===== config.mk =====
export PLATFORM = sky130hd
export DESIGN_NAME = cipher_frame_tx
export DESIGN_NICKNAME = d
export VERILOG_FILES = /design/src/rtl/cipher_pkg.sv /design/src/rtl/cipher_digest_acc.sv /design/src/rtl/cipher_frame_tx.sv
export SDC_FILE = /design/constraint.sdc
export NUM_CORES = 1
export LEC_CHECK = 0
export ABC_AREA = 1
export CAP_MARGIN = 20
export CORE_UTILIZATION = 49
export DETAILED_ROUTE_END_ITERATION = 8
export PLACE_DENSITY = 0.76
export SLEW_MARGIN = 40
export SYNTH_ARGS = -nofsm -noshare
export SYNTH_HDL_FRONTEND = slang
export SYNTH_SLANG_ARGS = --single-unit

===== constraint.sdc =====
create_clock -name clk -period 1.4 [get_ports clk]
set_input_delay 0.28 -clock clk [delete_from_list [all_inputs] [get_ports clk]]
set_output_delay 0.28 -clock clk [all_outputs]
set_load 0.03 [all_outputs]

===== src/rtl/cipher_pkg.sv =====
// Shared types, constants and byte-wide combinational cores for the cipher transmit path.
// The encrypt, decrypt and hash cores are pure functions of a byte and an 8-bit key:
//   encrypt(d) = rotl8(d ^ key) + key
//   decrypt(e) = rotr8(e - key) ^ key      (exact inverse of encrypt)
//   hash(e)    = rotl8(e + key) ^ e
package cipher_pkg;

  typedef enum logic {ACCEPT, TAIL} tx_state_t;

  localparam logic [7:0] DIGEST_INIT_DEFAULT = 8'hA5;
  localparam logic [7:0] KEY_DEFAULT         = 8'h5A;

  function automatic logic [7:0] rotl8(input logic [7:0] x);
    return {x[6:0], x[7]};
  endfunction

  function automatic logic [7:0] rotr8(input logic [7:0] x);
    return {x[0], x[7:1]};
  endfunction

  function automatic logic [7:0] encrypt8(input logic [7:0] d, input logic [7:0] key);
    return rotl8(d ^ key) + key;
  endfunction

  function automatic logic [7:0] decrypt8(input logic [7:0] e, input logic [7:0] key);
    return rotr8(e - key) ^ key;
  endfunction

  function automatic logic [7:0] hash8(input logic [7:0] e, input logic [7:0] key);
    logic [7:0] s;
    s = e + key;
    return rotl8(s) ^ e;
  endfunction

endpackage


===== src/rtl/cipher_digest_acc.sv =====
// Rotate-XOR digest accumulator for one frame.
// Ports:
//   clk     rising-edge clock
//   rst_n   synchronous active-low reset, loads DIGEST_INIT
//   clr     reload DIGEST_INIT (frame start); has priority over en
//   en      fold h into the accumulator: digest <= rotl8(digest) ^ h
//   h       per-byte hash value
//   digest  current accumulator value
module cipher_digest_acc
  import cipher_pkg::*;
#(
  parameter logic [7:0] DIGEST_INIT = DIGEST_INIT_DEFAULT
) (
  input  logic       clk,
  input  logic       rst_n,
  input  logic       clr,
  input  logic       en,
  input  logic [7:0] h,
  output logic [7:0] digest
);

  logic [7:0] digest_q, digest_d;

  always_comb begin
    digest_d = digest_q;
    if (clr) begin
      digest_d = DIGEST_INIT;
    end else if (en) begin
      digest_d = rotl8(digest_q) ^ h;
    end
  end

  always_ff @(posedge clk) begin
    if (!rst_n) begin
      digest_q <= DIGEST_INIT;
    end else begin
      digest_q <= digest_d;
    end
  end

  assign digest = digest_q;

endmodule


===== src/rtl/cipher_frame_tx.sv =====
// Streaming frame transmitter: encrypts each accepted plaintext byte and, after the frame's
// final byte, appends one digest beat built from the hash of every ciphertext byte.
// Optional feature macro: ROUNDTRIP_CHECK_EN adds a decrypt self-check and the rt_err port.
// Ports:
//   clk, rst_n            clock, synchronous active-low reset
//   s_data/s_valid/s_last plaintext stream in, s_ready back-pressure out
//   m_data/m_valid/m_last ciphertext/digest stream out, m_ready in
//   m_is_digest           current beat is the digest (always also m_last)
//   frame_cnt             number of digest beats handed off, wraps
//   err_len               sticky, a frame was cut at MAX_LEN without s_last
//   rt_err                (ROUNDTRIP_CHECK_EN only) sticky decrypt(encrypt(x)) != x
module cipher_frame_tx
  import cipher_pkg::*;
#(
  parameter logic [7:0]  DIGEST_INIT = DIGEST_INIT_DEFAULT,
  parameter int unsigned MAX_LEN     = 256,
  parameter logic [7:0]  KEY         = KEY_DEFAULT
) (
  input  logic        clk,
  input  logic        rst_n,
  input  logic [7:0]  s_data,
  input  logic        s_valid,
  input  logic        s_last,
  output logic        s_ready,
  output logic [7:0]  m_data,
  output logic        m_valid,
  output logic        m_last,
  output logic        m_is_digest,
  input  logic        m_ready,
  output logic [15:0] frame_cnt,
  output logic        err_len
`ifdef ROUNDTRIP_CHECK_EN
  ,
  output logic        rt_err
`endif
);

  localparam logic [15:0] MaxLenM1 = 16'(MAX_LEN - 1);

  tx_state_t   state_q, state_d;
  logic [15:0] byte_cnt_q, byte_cnt_d;
  logic [7:0]  m_data_q, m_data_d;
  logic        m_valid_q, m_valid_d;
  logic        m_last_q, m_last_d;
  logic        m_is_digest_q, m_is_digest_d;
  logic [15:0] frame_cnt_q, frame_cnt_d;
  logic        err_len_q, err_len_d;

  logic       slot_free;
  logic       accept;
  logic       max_hit;
  logic       tail_load;
  logic [7:0] enc;
  logic [7:0] hsh;
  logic [7:0] digest;

  // One output register and no skid buffer: a new beat may load only when the slot is
  // empty or is being drained this cycle.
  assign slot_free = !m_valid_q || m_ready;
  assign s_ready   = (state_q == ACCEPT) && slot_free;
  assign accept    = s_valid && s_ready;
  assign max_hit   = (byte_cnt_q == MaxLenM1);

  assign enc = encrypt8(s_data, KEY);
  assign hsh = hash8(enc, KEY);

  cipher_digest_acc #(
    .DIGEST_INIT(DIGEST_INIT)
  ) u_digest (
    .clk   (clk),
    .rst_n (rst_n),
    .clr   (tail_load),
    .en    (accept),
    .h     (hsh),
    .digest(digest)
  );

  always_comb begin
    state_d       = state_q;
    byte_cnt_d    = byte_cnt_q;
    m_data_d      = m_data_q;
    m_valid_d     = m_valid_q && !m_ready;
    m_last_d      = m_last_q;
    m_is_digest_d = m_is_digest_q;
    frame_cnt_d   = frame_cnt_q;
    err_len_d     = err_len_q;
    tail_load     = 1'b0;

    if (m_valid_q && m_ready && m_is_digest_q) begin
      frame_cnt_d = frame_cnt_q + 16'd1;
    end

    unique case (state_q)
      ACCEPT: begin
        if (accept) begin
          m_data_d      = enc;
          m_valid_d     = 1'b1;
          m_last_d      = 1'b0;
          m_is_digest_d = 1'b0;
          byte_cnt_d    = byte_cnt_q + 16'd1;
          if (s_last || max_hit) begin
            state_d = TAIL;
          end
          if (max_hit && !s_last) begin
            err_len_d = 1'b1;
          end
        end
      end
      TAIL: begin
        // Accumulator already holds the final byte's hash (folded on the accept edge).
        if (slot_free) begin
          m_data_d      = digest;
          m_valid_d     = 1'b1;
          m_last_d      = 1'b1;
          m_is_digest_d = 1'b1;
          tail_load     = 1'b1;
          byte_cnt_d    = 16'd0;
          state_d       = ACCEPT;
        end
      end
    endcase
  end

  always_ff @(posedge clk) begin
    if (!rst_n) begin
      state_q       <= ACCEPT;
      byte_cnt_q    <= 16'd0;
      m_data_q      <= 8'd0;
      m_valid_q     <= 1'b0;
      m_last_q      <= 1'b0;
      m_is_digest_q <= 1'b0;
      frame_cnt_q   <= 16'd0;
      err_len_q     <= 1'b0;
    end else begin
      state_q       <= state_d;
      byte_cnt_q    <= byte_cnt_d;
      m_data_q      <= m_data_d;
      m_valid_q     <= m_valid_d;
      m_last_q      <= m_last_d;
      m_is_digest_q <= m_is_digest_d;
      frame_cnt_q   <= frame_cnt_d;
      err_len_q     <= err_len_d;
    end
  end

  assign m_data      = m_data_q;
  assign m_valid     = m_valid_q;
  assign m_last      = m_last_q;
  assign m_is_digest = m_is_digest_q;
  assign frame_cnt   = frame_cnt_q;
  assign err_len     = err_len_q;

`ifdef ROUNDTRIP_CHECK_EN
  // Check runs one stage behind the datapath so it never lengthens the encrypt path.
  logic rt_mis_q, rt_mis_d;
  logic rt_err_q, rt_err_d;

  always_comb begin
    rt_mis_d = accept && (decrypt8(enc, KEY) != s_data);
    rt_err_d = rt_err_q || rt_mis_q;
  end

  always_ff @(posedge clk) begin
    if (!rst_n) begin
      rt_mis_q <= 1'b0;
      rt_err_q <= 1'b0;
    end else begin
      rt_mis_q <= rt_mis_d;
      rt_err_q <= rt_err_d;
    end
  end

  assign rt_err = rt_err_q;
`endif

endmodule


==> key figures <==
STA
  • Worst Hold Margin: 0.461 ns
  • Unrepaired setup endpoints after global routing: true
  • Final Setup Violations: 1
  • Relative slew slack: 77.5%
  • Final period util: 100%
  • Final Worst Setup Slack: -0.00485 ns
  • Final Critical Period: 1.40 ns
  • Clock skew: 0.00749 ns
  • Slew @ Worst Pin: 0.339 ns
  • Final Hold Viols: 0
  • Maximum operating frequency: 0.712 GHz
  • Pins Over Slew Limit: 0

Critical path
  • Worst setup SP type: flip-flop
  • Critical path type: flip-flop to flip-flop
  • Critical path arrival: 1.61 ns
  • CP max FO: 2
  • CP Data Required Time: 1.60 ns
  • Setup crit end kind: flip-flop

Synth
  • Syn. warnings: 0
  • Register bit total from synthesis: 52
  • Post-synth top area share: 36.1%
  • Post-Syn Area: 2890 µm²
  • Net count after synthesis: 440
  • Synth top area cells: dfxtp_1 36%, nand2_1 15%, a21oi_1 6.6%
  • Gate count of the mapped netlist: 423
  • Sequential area share after synthesis: 36.1%
  • Syn_area_per_cell: 6.82 µm²
  • Area leader, netlist: dfxtp_1
  • Library cells used by synthesis: 32

Power and ir drop
  • P_leak: 0.00182 µW
  • Worst vdd ir: 0.492 mV
  • Power Dens Cells: 833 nW/µm²

Placed design
  • HPWL Detailed: 4980 µm
  • Routability cong.: 0.897
  • Count of input and output buffers: 41
  • Cell Area, Placed: 3610 µm²
  • Cells after DPL: 558

Clocking
  • Hold Buf Count CTS: 0
  • CTS Root Cell: clkbuf_8
  • Total clock buffers created by CTS: 5
  • CTS tree: yes
  • Sink Count: 52
  • Worst-Skew Late Latency: 0.31 ns
  • Max H-tree Level: 2
  • Max clock buf depth: 2
  • CTS clk-pin slew, worst paths: 0.09 ns

Detailed routing
  • Total wire length: 7220 µm
  • DRC: 0
  • First drt pass iteration count: 4
  • Antenna-violating nets left: 0
  • Vias per std cell: 5.21
  • Wire per inst: 12.6 µm
  • Via count: 2990
  • 1st-iter DRT viols: 106

GRT
  • Vias in the first global route: 2696
  • First-pass GRT wire length: 11800 µm
  • Gr usage total: 23.8%
  • Antenna violations before repair: 0
  • Grt ovf: 0
  • Pin count of the biggest net entering global routing: 28

Floorplan
  • Die width: 78.7 µm
  • Die H: 78.7 µm
  • Row cnt: 27
  • Core area: 5570 µm²
  • DIE AREA: 6200 µm²
  • Initial Utilization: 51.8%
  • I/O pin count: 42

Finish
  • Finished Cell Area: 3960 µm²
  • Nets: 519
  • N_diodes: 0
  • Fin cells: 574
  • Layout cells sized above 1: 26.9%
  • Area delta synth->final: 37.1%
  • Final Util: 71.0%

Status
  • Failing checks: setup timing
  • Outcome: complete, but fails checks

Min path
  • Worst hold path class: flip-flop to flip-flop

Run
  • Max Cap Violations: 0
-- repair_timing --
action                                  4_1_cts  5_1_grt
resized for setup                            61       59
endpoints found under the setup margin       63       39
setup buffers                                 7        2
pin swaps                                    10       13
-- cell usage after synthesis, drive strengths merged --
cell and n:
ha 4, a31oi 6, nand4 4, nand3b 1
o21ai 41, xor2 3, nor3 9, nand2 123
o21a 2, nand3 31, a21oi 38, nor2 37
clkinv 1, buf 6, clkbuf 4, dfxtp 52
inv 54, o21ba 1, o21bai 2, xnor2 4
-- per-layer routing --
layer	routed length [µm]	GRT usage [%]	vias to the layer above
li1	-	-	1531
met1	3230	29.5	1366
met2	3530	41.8	79
met3	360	5.06	14
met4	104	5.93	0
met5	0	0	-
-- sequential cells by signal, indices dropped and copies added, names as in the netlist --
signal           flops
byte_cnt_q          16
err_len              1
frame_cnt           16
m_data               8
m_is_digest          1
m_valid              1
state_q              1
u_digest.digest      8
-- cell type report --
class	instances	area, µm²
fill	490	1620
clock buffer	6	72.6
multi-input combinational	306	1780
tap	72	90.1
sequential	52	1060
inverter	55	216
clock inverter	1	30.0
timing repair buffer	82	706
-- cells by family (layout without fill, tap and decap cells) --
| logic type | count (synthesis) | after routing | synth area share [%] |
|---|---|---|---|
| xor+xnor | 7 | 7 | 2.12 |
| buf+inv | 65 | 144 | 9.37 |
| compound gates | 90 | 90 | 16.4 |
| fa+ha+maj | 4 | 4 | 1.73 |
| simple gates | 205 | 205 | 34.3 |
| flops | 52 | 52 | 36.1 |
-- critical path, stage by stage (launching register included) --
cell     delay [ns]
dfxtp_2        0.35
ha_4           0.15
nand2_2        0.07
inv_2          0.05
nand2_2        0.07
nor2_4         0.05
buf_4          0.13
buf_4          0.12
buf_4          0.12
o21ai_0        0.14
a21oi_1        0.06
-- cells in the final DEF, fill, tap and decap left out, types with 5 or more instances in the layout --
| cell type | count |
|---|---|
| clkbuf_2 | 6 |
| clkdlybuf4s50_1 | 7 |
| nand2_4 | 5 |
| nor2_4 | 9 |
| o21ai_0 | 35 |
| nand2_2 | 12 |
| a31oi_1 | 6 |
| clkbuf_8 | 5 |
| buf_4 | 35 |
| buf_6 | 6 |
| nand2_1 | 106 |
| a21oi_1 | 37 |
| o21ai_1 | 6 |
| dfxtp_1 | 42 |
| dfxtp_2 | 6 |
| nand3_2 | 6 |
| inv_2 | 13 |
| nor2_1 | 18 |
| nor2_2 | 7 |
| nor3_1 | 7 |
| nand3_1 | 21 |
| clkdlybuf4s15_1 | 10 |
| dlygate4sd2_1 | 15 |
| inv_1 | 40 |
-- power by group --
part | leakage (µW) | switching, µW | internal (µW)
Combinational | 0.00134 | 417 | 279
Sequential | 0.000429 | 48.6 | 1530
Clock | 0.0000513 | 492 | 525
Total | 0.00182 | 957 | 2340
-- final timing paths --
check	startpoint	endpoint	slack [ns]	cells past startpoint
worst max register to register	byte_cnt_q[0]	byte_cnt_q[6]	-0.005	10
worst min-delay path	frame_cnt[3]	frame_cnt[3]	0.46	1
worst min register to register	frame_cnt[3]	frame_cnt[3]	0.46	1
worst max-delay path	byte_cnt_q[0]	byte_cnt_q[6]	-0.005	10
-- stage by stage --
stage	TNS [ns]	power, µW	setup slack, ns
after floorplan	-0.0379	2030	-0.0379
after global placement	-16.86	2250	-0.525
after detailed placement	-17.35	2270	-0.591
after CTS	-0.0115	3280	-0.0115
after global routing	-0.679	3440	-0.0937
final	-0.00485	3290	-0.00485
Power figures use the tool's default switching activity.
